<file path="config.mk">
export PLATFORM = sky130hd
export DESIGN_NAME = bin_to_bcd_seq
export DESIGN_NICKNAME = d
export VERILOG_FILES = /design/src/rtl/bcd_pkg.sv /design/src/rtl/bcd_digit_adjust.sv /design/src/rtl/bin_to_bcd_seq.sv
export SDC_FILE = /design/constraint.sdc
export NUM_CORES = 1
export LEC_CHECK = 0
export CAP_MARGIN = 20
export CORE_MARGIN = 1
export CORE_UTILIZATION = 50
export DETAILED_ROUTE_END_ITERATION = 8
export PLACE_DENSITY = 0.74
export SLEW_MARGIN = 40
export SYNTH_ARGS = -nofsm -noshare
export SYNTH_HDL_FRONTEND = slang
export SYNTH_SLANG_ARGS = --single-unit
</file>
<file path="constraint.sdc">
create_clock -name clk -period 2.37 [get_ports clk]
set_input_delay 0.237 -clock clk [delete_from_list [all_inputs] [get_ports clk]]
set_output_delay 0.237 -clock clk [all_outputs]
set_load 0.005 [all_outputs]
</file>
<file path="src/rtl/bcd_pkg.sv">
// Shared types and constants for the sequential binary-to-BCD converter.
package bcd_pkg;

  typedef enum logic [0:0] {
    IDLE  = 1'b0,
    SHIFT = 1'b1
  } state_t;

  localparam int unsigned BCD_DIGIT_W = 4;
  localparam int unsigned ADD3_THRESH = 5;
  localparam int unsigned ADD3_VAL    = 3;

  // Decimal digits needed for 2^bin_w-1: floor(bin_w*log10(2))+1.
  function automatic int unsigned min_digits(input int unsigned bin_w);
    return (bin_w * 30103) / 100000 + 1;
  endfunction

endpackage

</file>
<file path="src/rtl/bcd_digit_adjust.sv">
// Double-dabble digit correction: adds 3 to a BCD digit that is 5 or more.
module bcd_digit_adjust
  import bcd_pkg::*;
(
  input  logic [BCD_DIGIT_W-1:0] digit,
  output logic [BCD_DIGIT_W-1:0] adjusted_c
);

  always_comb begin
    adjusted_c = digit;
    if (digit >= BCD_DIGIT_W'(ADD3_THRESH)) begin
      adjusted_c = digit + BCD_DIGIT_W'(ADD3_VAL);
    end
  end

endmodule

</file>
<file path="src/rtl/bin_to_bcd_seq.sv">
// Sequential binary-to-BCD converter, one shift-and-add-3 step per clock.
// Optional two's-complement input mode: define BCD_SIGNED_EN.
module bin_to_bcd_seq
  import bcd_pkg::*;
#(
  parameter int unsigned BIN_W  = 10,
  parameter int unsigned DIGITS = 4
) (
  input  logic                            clk,
  input  logic                            rst_n,
  input  logic                            start,
  input  logic [BIN_W-1:0]                bin,
  output logic                            busy,
  output logic                            done,
  output logic [BCD_DIGIT_W*DIGITS-1:0]   bcdout,
  output logic                            ovf
`ifdef BCD_SIGNED_EN
  ,
  output logic                            sign
`endif
);

  localparam int unsigned BCD_W = BCD_DIGIT_W * DIGITS;
  localparam int unsigned CNT_W = $clog2(BIN_W + 1);
  // Overflow is only reachable when the digit count is too small for BIN_W.
  localparam bit CAN_OVF = (DIGITS < min_digits(BIN_W));

  state_t             state_q, state_d;
  logic [CNT_W-1:0]   cnt_q, cnt_d;
  logic [BIN_W-1:0]   bin_q, bin_d;
  logic [BCD_W-1:0]   scr_q, scr_d;
  logic               sticky_q, sticky_d;
  logic               busy_d, done_d, ovf_d;
  logic [BCD_W-1:0]   bcdout_d;

  logic [BIN_W-1:0]   load_c;
  logic [BCD_W-1:0]   adj_c;
  logic [BCD_W-1:0]   scr_shift_c;
  logic [BIN_W-1:0]   bin_shift_c;
  logic               shift_out_c;

`ifdef BCD_SIGNED_EN
  logic neg_c;
  logic sign_cap_q, sign_cap_d, sign_d;

  assign neg_c  = bin[BIN_W-1];
  assign load_c = neg_c ? (~bin + BIN_W'(1)) : bin;
`else
  assign load_c = bin;
`endif

  for (genvar g = 0; g < DIGITS; g++) begin : g_adj
    bcd_digit_adjust u_adj (
      .digit      (scr_q[g*BCD_DIGIT_W +: BCD_DIGIT_W]),
      .adjusted_c (adj_c[g*BCD_DIGIT_W +: BCD_DIGIT_W])
    );
  end

  // {scratch, binary} shifted left by one after the per-digit adjust.
  assign shift_out_c = adj_c[BCD_W-1];
  assign scr_shift_c = {adj_c[BCD_W-2:0], bin_q[BIN_W-1]};
  assign bin_shift_c = {bin_q[BIN_W-2:0], 1'b0};

  always_comb begin
    state_d  = state_q;
    cnt_d    = cnt_q;
    bin_d    = bin_q;
    scr_d    = scr_q;
    sticky_d = sticky_q;
    busy_d   = busy;
    done_d   = 1'b0;
    bcdout_d = bcdout;
    ovf_d    = ovf;
`ifdef BCD_SIGNED_EN
    sign_cap_d = sign_cap_q;
    sign_d     = sign;
`endif
    case (state_q)
      IDLE: begin
        if (start) begin
          bin_d    = load_c;
          scr_d    = '0;
          sticky_d = 1'b0;
          cnt_d    = CNT_W'(BIN_W);
          busy_d   = 1'b1;
          state_d  = SHIFT;
`ifdef BCD_SIGNED_EN
          sign_cap_d = neg_c;
`endif
        end
      end
      SHIFT: begin
        scr_d    = scr_shift_c;
        bin_d    = bin_shift_c;
        sticky_d = sticky_q | (CAN_OVF && shift_out_c);
        cnt_d    = cnt_q - CNT_W'(1);
        if (cnt_q == CNT_W'(1)) begin
          bcdout_d = scr_shift_c;
          ovf_d    = sticky_d;
          done_d   = 1'b1;
          busy_d   = 1'b0;
          state_d  = IDLE;
`ifdef BCD_SIGNED_EN
          sign_d = sign_cap_q;
`endif
        end
      end
      default: state_d = IDLE;
    endcase
  end

  always_ff @(posedge clk or negedge rst_n) begin
    if (!rst_n) begin
      state_q  <= IDLE;
      cnt_q    <= '0;
      bin_q    <= '0;
      scr_q    <= '0;
      sticky_q <= 1'b0;
      busy     <= 1'b0;
      done     <= 1'b0;
      bcdout   <= '0;
      ovf      <= 1'b0;
`ifdef BCD_SIGNED_EN
      sign_cap_q <= 1'b0;
      sign       <= 1'b0;
`endif
    end else begin
      state_q  <= state_d;
      cnt_q    <= cnt_d;
      bin_q    <= bin_d;
      scr_q    <= scr_d;
      sticky_q <= sticky_d;
      busy     <= busy_d;
      done     <= done_d;
      bcdout   <= bcdout_d;
      ovf      <= ovf_d;
`ifdef BCD_SIGNED_EN
      sign_cap_q <= sign_cap_d;
      sign       <= sign_d;
`endif
    end
  end

endmodule
</file>
==> impl_metrics.csv <==
group,metric,value,unit
power,leakage,1.24,nW
drt,wire_per_inst,13.6,um
outcome,status,"completed",
power,vdd_drop_max,0.477,mV
drt,viasPerCell,5.48,
synth,synth_cell_types,29,
placed_design,place_area,2660,um2
synth,synthTopCellsByArea,"dfrtp_1, ha_1, mux2i_1, nand2_1, mux2_2",
drt,postRouteAntennaNets,0,
worst_setup_path,crit_path_max_fanout,20,
worst_setup_path,path_cells,"inv_1, ha_1, or4b_4, inv_2, mux2_2",
die,io_pins,32,
worst_setup_path,slowest_delay,0.59,ns
synth,ys_warn_count,0,
die,dieArea,4960,um2
timing,hold-worst-slack,0.455,ns
clock_tree,clk_pin_slew,0.08,ns
synth,synth_top_area_share,52.4,%
timing,finalCritPeriodShare,81.4,%
synth,synth_most_common_cell,"dfrtp_1",
global_routing,grt_max_degree,42,
global_routing,track_usage,19.3,%
clock_tree,cts_buffers,5,
worst_setup_path,critPathSlowestCell,"or4b_4",
layout,nets,276,
worst_setup_path,crit_buf_inv,2,
global_routing,grt_pass1_wl,7.56,mm
drt,drtIter0Drc,95,
drt,wl,4.15,mm
clock_tree,cts_sinks,49,
layout,fillerInstances,393,
timing,finalMaxSlewViolations,0,
timing,fin_skew,0.00559,ns
timing,period_needed,1.93,ns
synth,netlist_instances,225,
synth,synth_edf_count,0,
die,coreArea,4410,um2
synth,synth_fp_nets,248,
timing,finalHoldViolCount,0,
drt,first_pass_iters,4,
worst_setup_path,path_class,"reg -> reg",
layout,insertedDiodeCount,0,
synth,ys_seq_area_share,52.4,%
die,dieWidth,70.4,um
layout,areaGrowthSynthToFinish,17.7,%
timing,setup_viol,0,
placed_design,globalplace.congestion,0.771,
synth,syn_avg_cell_area,10.4,um2
clock_tree,cts_root_buf,"clkbuf_8",
placed_design,port_buffers,30,
synth,async_flop_share,100,%
synth,syn_area,2340,um2
clock_tree,clock_latency,0.30,ns
timing,setup-tns-final,0,ns
worst_setup_path,worst_ep_required_time,2.56,ns
min_path,hold_class,"in -> async",
synth,ys_top_cells_by_count,"dfrtp_1, nand2_1, a21oi_1, o21ai_0, mux2i_1",
timing,max_slew_margin,61.8,%
synth,ys.flop_type,"dfrtp_1",
clock_tree,cts_tree,"done",
placed_design,hpwl,2.78,mm
layout,design_area,2760,um2
global_routing,grt_pass1_vias,1718,
global_routing,grt_overflow,0,
die,start_util,53.1,%
drt,remaining_drc_errors,0,
timing,rsz0062_at_grt,"no",
die,die_h,70.4,um
drt,num_vias,1670,
layout,drive_above_1_share,8.70,%
synth,synth_seq_cells,49,
clock_tree,cts_max_level,2,
die,std_cell_rows,24,
clock_tree,clk_path_buf_depth,2,
clock_tree,cts_setup_buffers,0,
worst_setup_path,startpoint_type,"register",
timing,clock.fmax,518,MHz
worst_setup_path,arrival,2.12,ns
power,power_density,1290,nW/um2
global_routing,antenna_found_initial,0,
worst_setup_path,end_kind,"register",
synth,synth_top_area_cell,"dfrtp_1",
timing,tightest_slew,0.573,ns
worst_setup_path,critPathTopFamily,"simple AND/OR/NAND/NOR gates",
flow_run,cap_viol_max_count,0,
-- worst reg2reg max path, stage by stage, from the launching register on --
cell and delay, ns:
dfrtp_1 0.40, inv_1 0.09, ha_1 0.14, or4b_4 0.59, inv_2 0.25, mux2_2 0.37
-- stage by stage --
step                      std cells  total power, mW  util, %  worst slack (ns)
final                           305             3.56     62.5             0.440
after CTS                       305             3.60     62.5             0.410
after global placement          297             3.02     60.3             0.489
after floorplan                 225             2.56        -             0.711
after detailed placement        297             3.09     60.3             0.420
after global routing            305             3.87     62.5             0.354
-- final cells by class --
cell class	count	area (um2)	area share (%)
Timing Repair Buffer	35	348	12.6
Inverter	13	48.8	1.77
Multi-Input combinational cell	149	983	35.7
Tap cell	52	65.1	2.36
Clock buffer	7	86.3	3.13
Sequential cell	49	1230	44.5
-- sequential cells by signal, indices dropped and copies added (netlist names) --
register / cells
cnt_q: 4
bcdout: 16
bin_q: 10
scr_q: 16
done: 1
busy: 1
state_q: 1
-- cells by family after synthesis --
logic type                 share of synthesized area [%]
DFF                                                 52.4
other                                              0.160
adders and majority gates                           5.34
AOI/OAI and AO/OA                                   13.1
xor gates and xnor gates                            2.24
and+or+nand+nor                                     12.6
muxes                                               8.49
buffers and inverters                               5.66
-- where the power goes --
part           leakage, nW  internal, mW  switching (mW)
Sequential           0.620          1.20           0.259
Clock               0.0443         0.232           0.266
Combinational        0.580         0.837           0.760
-- timing repair --
item | in CTS | in global routing
hold buffers | 1 | 0
gates resized for setup | 0 | 0
hold endpoints to repair | 23 | 0
-- worst paths after layout --
check | start | to | slack, ns | cells past startpoint
setup / recovery | cnt_q[1] | bcdout[13] | 0.44 | 5
hold / removal | rst_n | scr_q[15] | 0.46 | 2
setup reg to reg | cnt_q[1] | bcdout[13] | 0.44 | 5
hold reg to reg | bcdout[12] | bcdout[12] | 0.49 | 2
max in group asynchronous | rst_n | bin_q[9] | 1.38 | 3
min in group clk | bcdout[12] | bcdout[12] | 0.49 | 2
-- routing by layer --
metal	share of wire [%]	routed length, um	vias up	GRT usage, %
met5	0	0	-	0
met4	1.3	55	0	6.89
met3	3.7	154	5	4.76
met2	48	1980	35	32.2
met1	47	1960	813	24.2
li1	-	-	817	-
-- cell usage in the layout, fill, tap and decap left out, types with 6 or more instances in the layout --
master / n
a21o_1: 6
a21oi_1: 14
clkbuf_8: 6
clkdlybuf4s50_1: 29
dfrtp_1: 49
ha_1: 10
inv_1: 11
mux2_2: 7
mux2i_1: 12
nand2_1: 31
nor3_1: 7
nor3b_1: 9
o21ai_0: 14
o21ai_1: 8
o22ai_1: 8
xnor2_1: 6
Power figures use the tool's default switching activity.
